--- src/rtl/systolic_feeder.sv ---
// rtl/systolic_feeder.sv - captures A/B and streams them diagonally skewed into an NxN systolic array
module systolic_feeder #(
    parameter int MATRIX_SIZE  = 3,
    parameter int DATA_SIZE    = 8,
    parameter int DRAIN_CYCLES = 1
) (
    input  logic                 clk,
    input  logic                 reset,
    input  logic                 start,
    output logic                 ready,
    input  logic [DATA_SIZE-1:0] mat_a [MATRIX_SIZE*MATRIX_SIZE],
    input  logic [DATA_SIZE-1:0] mat_b [MATRIX_SIZE*MATRIX_SIZE],
    output logic [DATA_SIZE-1:0] feed_a [MATRIX_SIZE],
    output logic [DATA_SIZE-1:0] feed_b [MATRIX_SIZE],
    output logic                 array_clear,
    output logic                 busy,
    output logic                 done
);
    localparam int N  = MATRIX_SIZE;
    localparam int NN = N * N;
    localparam int CW = $clog2(3 * N);
    localparam int IW = $clog2(NN);
    localparam int DW = (DRAIN_CYCLES > 1) ? $clog2(DRAIN_CYCLES) : 1;
    localparam logic [CW-1:0] LAST_BEAT  = CW'(3 * N - 3);
    localparam logic [DW-1:0] LAST_DRAIN = DW'(DRAIN_CYCLES - 1);

    typedef enum logic [2:0] {IDLE, CLEAR, STREAM, DRAIN, DONE} state_t;

    state_t               state;
    logic [CW-1:0]        beat;
    logic [DW-1:0]        drain_cnt;
    logic [DATA_SIZE-1:0] a_q [NN];
    logic [DATA_SIZE-1:0] b_q [NN];
    logic [CW-1:0]        next_beat;
    logic [DATA_SIZE-1:0] lane_a [N];
    logic [DATA_SIZE-1:0] lane_b [N];
    int                   lane_k;

    // Feed values for the beat about to be registered; lanes outside the diagonal band carry zero.
    always_comb begin
        next_beat = (state == STREAM) ? beat + CW'(1) : '0;
        lane_k    = 0;
        for (int i = 0; i < N; i++) begin
            lane_a[i] = '0;
            lane_b[i] = '0;
            lane_k    = int'(next_beat) - i;
            if (lane_k >= 0 && lane_k < N) begin
                lane_a[i] = a_q[IW'(i * N + lane_k)];
                lane_b[i] = b_q[IW'(lane_k * N + i)];
            end
        end
    end

    always_ff @(posedge clk) begin
        if (reset) begin
            state       <= IDLE;
            ready       <= 1'b1;
            busy        <= 1'b0;
            done        <= 1'b0;
            array_clear <= 1'b0;
            beat        <= '0;
            drain_cnt   <= '0;
            for (int k = 0; k < NN; k++) begin
                a_q[k] <= '0;
                b_q[k] <= '0;
            end
            for (int i = 0; i < N; i++) begin
                feed_a[i] <= '0;
                feed_b[i] <= '0;
            end
        end else begin
            done        <= 1'b0;
            array_clear <= 1'b0;
            for (int i = 0; i < N; i++) begin
                feed_a[i] <= '0;
                feed_b[i] <= '0;
            end
            case (state)
                IDLE: begin
                    if (start) begin
                        a_q         <= mat_a;
                        b_q         <= mat_b;
                        state       <= CLEAR;
                        ready       <= 1'b0;
                        busy        <= 1'b1;
                        array_clear <= 1'b1;
                    end
                end
                CLEAR: begin
                    state  <= STREAM;
                    beat   <= '0;
                    feed_a <= lane_a;
                    feed_b <= lane_b;
                end
                STREAM: begin
                    if (beat == LAST_BEAT) begin
                        state     <= DRAIN;
                        beat      <= '0;
                        drain_cnt <= '0;
                    end else begin
                        beat   <= next_beat;
                        feed_a <= lane_a;
                        feed_b <= lane_b;
                    end
                end
                DRAIN: begin
                    if (drain_cnt == LAST_DRAIN) begin
                        state <= DONE;
                        busy  <= 1'b0;
                        done  <= 1'b1;
                    end else begin
                        drain_cnt <= drain_cnt + DW'(1);
                    end
                end
                DONE: begin
                    state <= IDLE;
                    ready <= 1'b1;
                end
                default: state <= IDLE;
            endcase
        end
    end
endmodule
--- config.mk ---
export PLATFORM = sky130hd
export DESIGN_NAME = systolic_feeder
export DESIGN_NICKNAME = d
export VERILOG_FILES = /design/src/rtl/systolic_feeder.sv
export SDC_FILE = /design/constraint.sdc
export NUM_CORES = 1
export LEC_CHECK = 0
export BUFFER_PORTS_ARGS = -buffer_cell sky130_fd_sc_hd__buf_4
export CAP_MARGIN = 20
export CORE_MARGIN = 2
export CORE_UTILIZATION = 56
export DETAILED_ROUTE_END_ITERATION = 8
export MAX_ROUTING_LAYER = met4
export PLACE_DENSITY_LB_ADDON = 0.2
export SYNTH_ARGS = -nofsm -noshare
export SYNTH_HDL_FRONTEND = slang
export SYNTH_SLANG_ARGS = --single-unit
--- constraint.sdc ---
create_clock -name clk -period 5.41 [get_ports clk]
set_input_delay 0.2705 -clock clk [delete_from_list [all_inputs] [get_ports clk]]
set_output_delay 0.2705 -clock clk [all_outputs]
set_load 0.02 [all_outputs]
==> results of run 1 <==
-- placed cells by master, fill, tap and decap left out, types with 15 or more instances in the layout --
cell,count
ha_1,18
clkbuf_16,21
a21oi_1,188
mux2i_1,42
buf_4,218
and3_1,17
a32oi_1,16
dfxtp_1,203
nor2_1,28
a22oi_1,15
nand3_1,81
nand2_1,494
-- flip-flops by register name, summed over array words and instances, names as in the netlist --
name and count:
a_q 72, array_clear 1, b_q 72, beat 4, busy 1, done 1
feed_a 24, feed_b 24, ready 1, state 3
-- layer usage --
layer  vias to the layer above  share of wire [%]  routed length (um)  GRT usage, %
met5                         -                  0                   0             -
met4                         0                1.2                 402          5.37
met3                        34                 11                3820          7.43
met2                       563                 41               13500          46.6
met1                      4821                 47               15500          53.1
li1                       4979                  -                   -             -
-- worst paths after layout --
check / slack [ps] / endpoint / startpoint
hold reg to reg: 450 / b_q[48] / b_q[48]
setup reg to reg: 570 / feed_b[3] / beat[0]
hold / removal: 20 / a_q[51] / mat_a[51]
setup / recovery: 570 / feed_b[3] / beat[0]
-- metrics by stage --
stage                     hold slack (ps)  area, um^2  cells  util, %  total power [uW]
final                                21.0       12400   1760     69.3              3940
after global routing                 14.7       12400   1760     69.3              4100
after CTS                            8.37       12400   1760     69.3              3930
after detailed placement              446       11800   1727     65.8              2590
after global placement                440       11800   1727     65.8              2570
after floorplan                       406       10300   1380        -              2290
-- cell type report --
type | count | share of cell area (%)
inverters | 17 | 0.513
clock buffers | 28 | 4.59
multi-input cells | 1060 | 46.3
clock inverters | 5 | 0.462
flip-flops and latches | 203 | 32.6
repair buffers | 218 | 13.1
well taps | 229 | 2.30
-- critical path: cells and delay by family, from the launching register on --
family | cells | cell delay (ps)
compound gates | 2 | 360
xor+xnor | 1 | 630
fa+ha+maj | 3 | 1160
buf+inv | 2 | 290
flops | 1 | 510
mux | 1 | 270
simple gates | 5 | 1520
-- kinds of logic after synthesis --
family          count (synthesis)  synth area share, %
simple gates                  673                 27.9
compound gates                293                 17.4
flops                         203                 39.6
buf+inv                       117                 4.53
mux                            59                 6.29
fa+ha+maj                      20                 2.58
xor+xnor                       15                 1.64
-- power breakdown --
part           switching, uW  internal, uW  leakage, uW
logic                    553           336      0.00307
clock network            567           785     0.000298
registers                103          1590      0.00166
total                   1220          2710      0.00502
==> flow_summary_export.csv, run 1 <==
group,metric,value,unit
floorplan,die_w,139,um
timing,worst_slack,570,ps
timing,fin_crit_sh,89.5,%
critical_path,crit_top_cell,"ha_1",
critical_path,crit_type,"reg2reg",
timing,finalSetupViolCount,0,
routing,vias,10400,
global_route,grtUsageTotal,34.4,%
worst_hold_path,hold_class,"in2reg",
critical_path,crit_path_end_kind,"flop",
clocking,cts.path.max_buffers,3,
yosys,ys_warn_count,0,
critical_path,critical_path.startpoint_type,"flop",
worst_hold_path,hold_depth,3,
clocking,post-cts-setup-buffers,0,
finish,multiInputGateArea,5770,um^2
yosys,ys_seq_elements,203,
yosys,ys_top_cells_by_count,"nand2_1, dfxtp_1, a21oi_1",
global_route,grt_pass1_wl,52700,um
floorplan,coreArea,18000,um^2
clocking,hold_buffers,0,
floorplan,io-pin-count,199,
power,p_per_area,316,nW/um^2
critical_path,path_cells,"inv_1 > ha_1 > buf_4 > nand2b_1 > ha_1 > and2_1 > or2_2 > ha_1 > xor2_1 > nor2_1 > a22oi_1 > o211ai_1 > mux2_2 > nor2_1",
timing,grt_setup_unrepaired,"no",
timing,slew_headroom,30.0,%
timing,hold_viol_final,0,
placement,place_congestion,1.01,
timing,fin_setup_tns,0,ps
finish,syn_to_final_growth,21.2,%
timing,worstMarginPinSlew,1040,ps
floorplan,rows,49,
routing,drtIter0Drc,1172,
routing,ant_nets,0,
power,leakagePower,0.00502,uW
clocking,path_clk_slew,60,ps
critical_path,cp.arrival,5250,ps
yosys,synth_area,10300,um^2
clocking,root_buffer,"clkbuf_16",
finish,regArea,4060,um^2
critical_path,rr_worst_depth,14,
yosys,syn_inst,1380,
finish,num_antenna_cells,0,
global_route,grt_max_degree,85,
yosys,synth_ff_type,"dfxtp_1",
run,drv_cap,0,
critical_path,cp.required,5820,ps
critical_path,slowest_delay,630,ps
timing,slew_violations,0,
placement,dp_slack,698,ps
clocking,htreeDepth,1,
floorplan,die_area,19400,um^2
yosys,synth_most_common_cell,"nand2_1",
clocking,cts_resized,0,
yosys,synth_async_sr_flop_share,0,%
routing,wl_per_cell,18.9,um
finish,nets,1688,
placement,io_buffers,198,
timing,max_freq,0.207,GHz
floorplan,dieHeight,139,um
power,ir_drop,0.000423,V
clocking,cts_tree,"yes",
clocking,cts.sinks,203,
yosys,ys_seq_area_share,39.6,%
yosys,synth_top_area_cell,"dfxtp_1",
critical_path,crit_fanout,14,
global_route,globalRouteOverflowTotal,0,
critical_path,critPathSlowestCell,"xor2_1",
finish,layout-drive-gt1-share,18.7,%
clocking,cts_made_buffers,21,
routing,drt_wl_total,33200,um
yosys,ys_types,63,
routing,dr.pass1.iters,5,
global_route,grt_pass1_vias,9550,
yosys,synth_top_area_share,39.6,%
floorplan,start_util,57.2,%
finish,nFillCells,1491,
routing,drc,0,
clocking,insertion_delay,490,ps
yosys,synth.top_cells.by_area,"dfxtp_1, nand2_1, a21oi_1",
yosys,syn_nets,1547,
placement,dp_hpwl,23700,um
routing,vias_per_cell,5.91,
yosys,synth-edff-count,0,
timing,layout_min_cycle_time,4840,ps
global_route,antenna_found_initial,0,
yosys,syn_area_per_cell,7.44,um^2
outcome,outcome,"complete, no violations",
timing,finClkSkew,15.6,ps
Power figures use the tool's default switching activity.
==> run 2: changes to the inputs <==
- CELL_PAD_IN_SITES_DETAIL_PLACEMENT: unset -> 1
- CELL_PAD_IN_SITES_GLOBAL_PLACEMENT: unset -> 1
- CORE_MARGIN: 2 -> 1
- CORE_UTILIZATION: 56 -> 36
- clock period: 5.41 -> 3.9 ns (I/O delays scaled with it)
==> flow_summary_export.csv, run 2 (same netlist as run 1, synthesis figures left out) <==
group,metric,value,unit
outcome,outcome,"complete, no violations",
critical_path,cp.required,4320,ps
clocking,cts_tree,"yes",
routing,wl_per_cell,21.1,um
routing,vias_per_cell,5.42,
timing,whs,76.1,ps
critical_path,crit_path_end,"feed_b[2]",
routing,drc,0,
clocking,cts.sinks,203,
timing,worstMarginPinSlew,848,ps
placement,place_congestion,0.961,
timing,slew_headroom,41.9,%
clocking,insertion_delay,530,ps
critical_path,crit_start,"beat[0]",
critical_path,rr_worst_depth,13,
finish,syn_to_final_growth,40.9,%
clocking,htreeDepth,1,
placement,io_buffers,198,
floorplan,dieHeight,171,um
critical_path,r2r_end,"feed_b[2]",
clocking,root_buffer,"clkbuf_16",
placement,dp_slack,34.1,ps
finish,layout_common_cells,"nand2_1, buf_4, dfxtp_1",
critical_path,crit_fanout,9,
finish,nets,1851,
power,p_per_area,420,nW/um^2
finish,reg_top3,"a_q: 72 flops, b_q: 72 flops",
critical_path,critical_path.startpoint_type,"flop",
floorplan,die_area,29200,um^2
timing,finalSetupViolCount,0,
finish,layout-drive-gt1-share,19.0,%
floorplan,rows,61,
global_route,grt_max_degree,111,
clocking,cts.path.max_buffers,3,
critical_path,crit_path_end_kind,"flop",
timing,fin_setup_tns,0,ps
timing,max_freq,0.275,GHz
clocking,post-cts-setup-buffers,0,
clocking,path_clk_slew,60,ps
routing,dr.pass1.iters,8,
timing,fin_crit_sh,93.4,%
routing,drt_wl_total,43800,um
finish,finish.utilization,51.8,%
routing,ant_nets,0,
floorplan,die_w,171,um
critical_path,cp.arrival,4060,ps
floorplan,coreArea,27900,um^2
critical_path,reg2reg_from,"beat[0]",
clocking,cts_made_buffers,24,
power,leakagePower,0.00582,uW
timing,worst_slack,259,ps
power,ir_drop,0.000264,V
power,power,6070,uW
routing,vias,11300,
placement,dp_hpwl,29500,um
critical_path,crit_type,"reg2reg",
global_route,grt_pass1_wl,66700,um
global_route,grtUsageTotal,30.8,%
finish,final_common_cell,"nand2_1",
floorplan,io-pin-count,199,
global_route,grt_pass1_vias,11600,
timing,layout_min_cycle_time,3640,ps
timing,grt_setup_unrepaired,"no",
floorplan,start_util,36.8,%
timing,hold_viol_final,0,
worst_hold_path,hold_class,"in2reg",
critical_path,r2r_slack,260,ps
routing,drtIter0Drc,852,
timing,slew_violations,0,
run,drv_cap,0,
timing,finClkSkew,15.1,ps
global_route,globalRouteOverflowTotal,0,
global_route,antenna_found_initial,1,
-- run 2: cell count changes in the layout (fill, tap and decap cells not counted), sizes merged, moves of 2 or more --
cell	before	now
dlygate4sd3	0	144
clkbuf	28	38
buf	218	234
clkinv	3	5
-- run 2: per-layer routing --
metal  vias up  global-route usage (%)  wire length (um)
li1       5325                       -                 -
met1      5476                    38.7             19000
met2       380                    51.8             21100
met3       105                    3.24              2250
met4         0                    9.67              1460
met5         -                       -                 0
-- run 2: worst min path at each step --
stage	start	endpoint	slack, ps	cells past startpoint
final	start	state[0]	80	3
after global routing	start	state[0]	80	3
after CTS	start	state[0]	60	3
after detailed placement	b_q[39]	b_q[39]	450	2
after global placement	b_q[44]	b_q[44]	440	2
after floorplan	mat_b[40]	b_q[40]	330	2
-- run 2: cell type report --
cell class                      count  area (um^2)
Inverter                           17         65.1
Tap cell                          378          473
Multi-Input combinational cell   1060         5820
Clock buffer                       38          754
Clock inverter                      6         41.3
Timing Repair Buffer              378         3240
Sequential cell                   203         4070
Antenna cell                        1         2.50
Fill cell                        3357        13500
-- run 2: where the power goes --
part           internal [uW]  switching (uW)  leakage, uW  total (uW)
Combinational            598             878      0.00377        1480
Clock                   1330             919     0.000390        2250
Sequential              2210             144      0.00166        2350
Total                   4130            1940      0.00582        6070
-- run 2: stage by stage --
stage                     std cells  instance area [um^2]
after global routing           2081                 14500
after CTS                      2079                 14400
after detailed placement       1891                 12200
after floorplan                1380                 10300
final                          2081                 14500
after global placement         1891                 12200
-- run 2: what timing repair did --
| item | CTS | global route |
|---|---|---|
| pin swaps | 0 | 1 |
| gates resized for setup | 2 | 5 |
| hold buffers | 144 | 0 |
| hold endpoints to repair | 144 | 0 |
| endpoints found under the setup margin | 8 | 21 |
-- run 2: worst max-delay path, cell delays in order (launching register included) --
cell and delay, ps:
dfxtp_2 420, inv_1 60, ha_1 300, nand2b_1 220
ha_1 400, and2_1 190, or2_2 320, ha_1 400
xor2_4 220, nor2_1 460, a22oi_1 180, o211ai_1 130
mux2_2 180, nor2_1 40
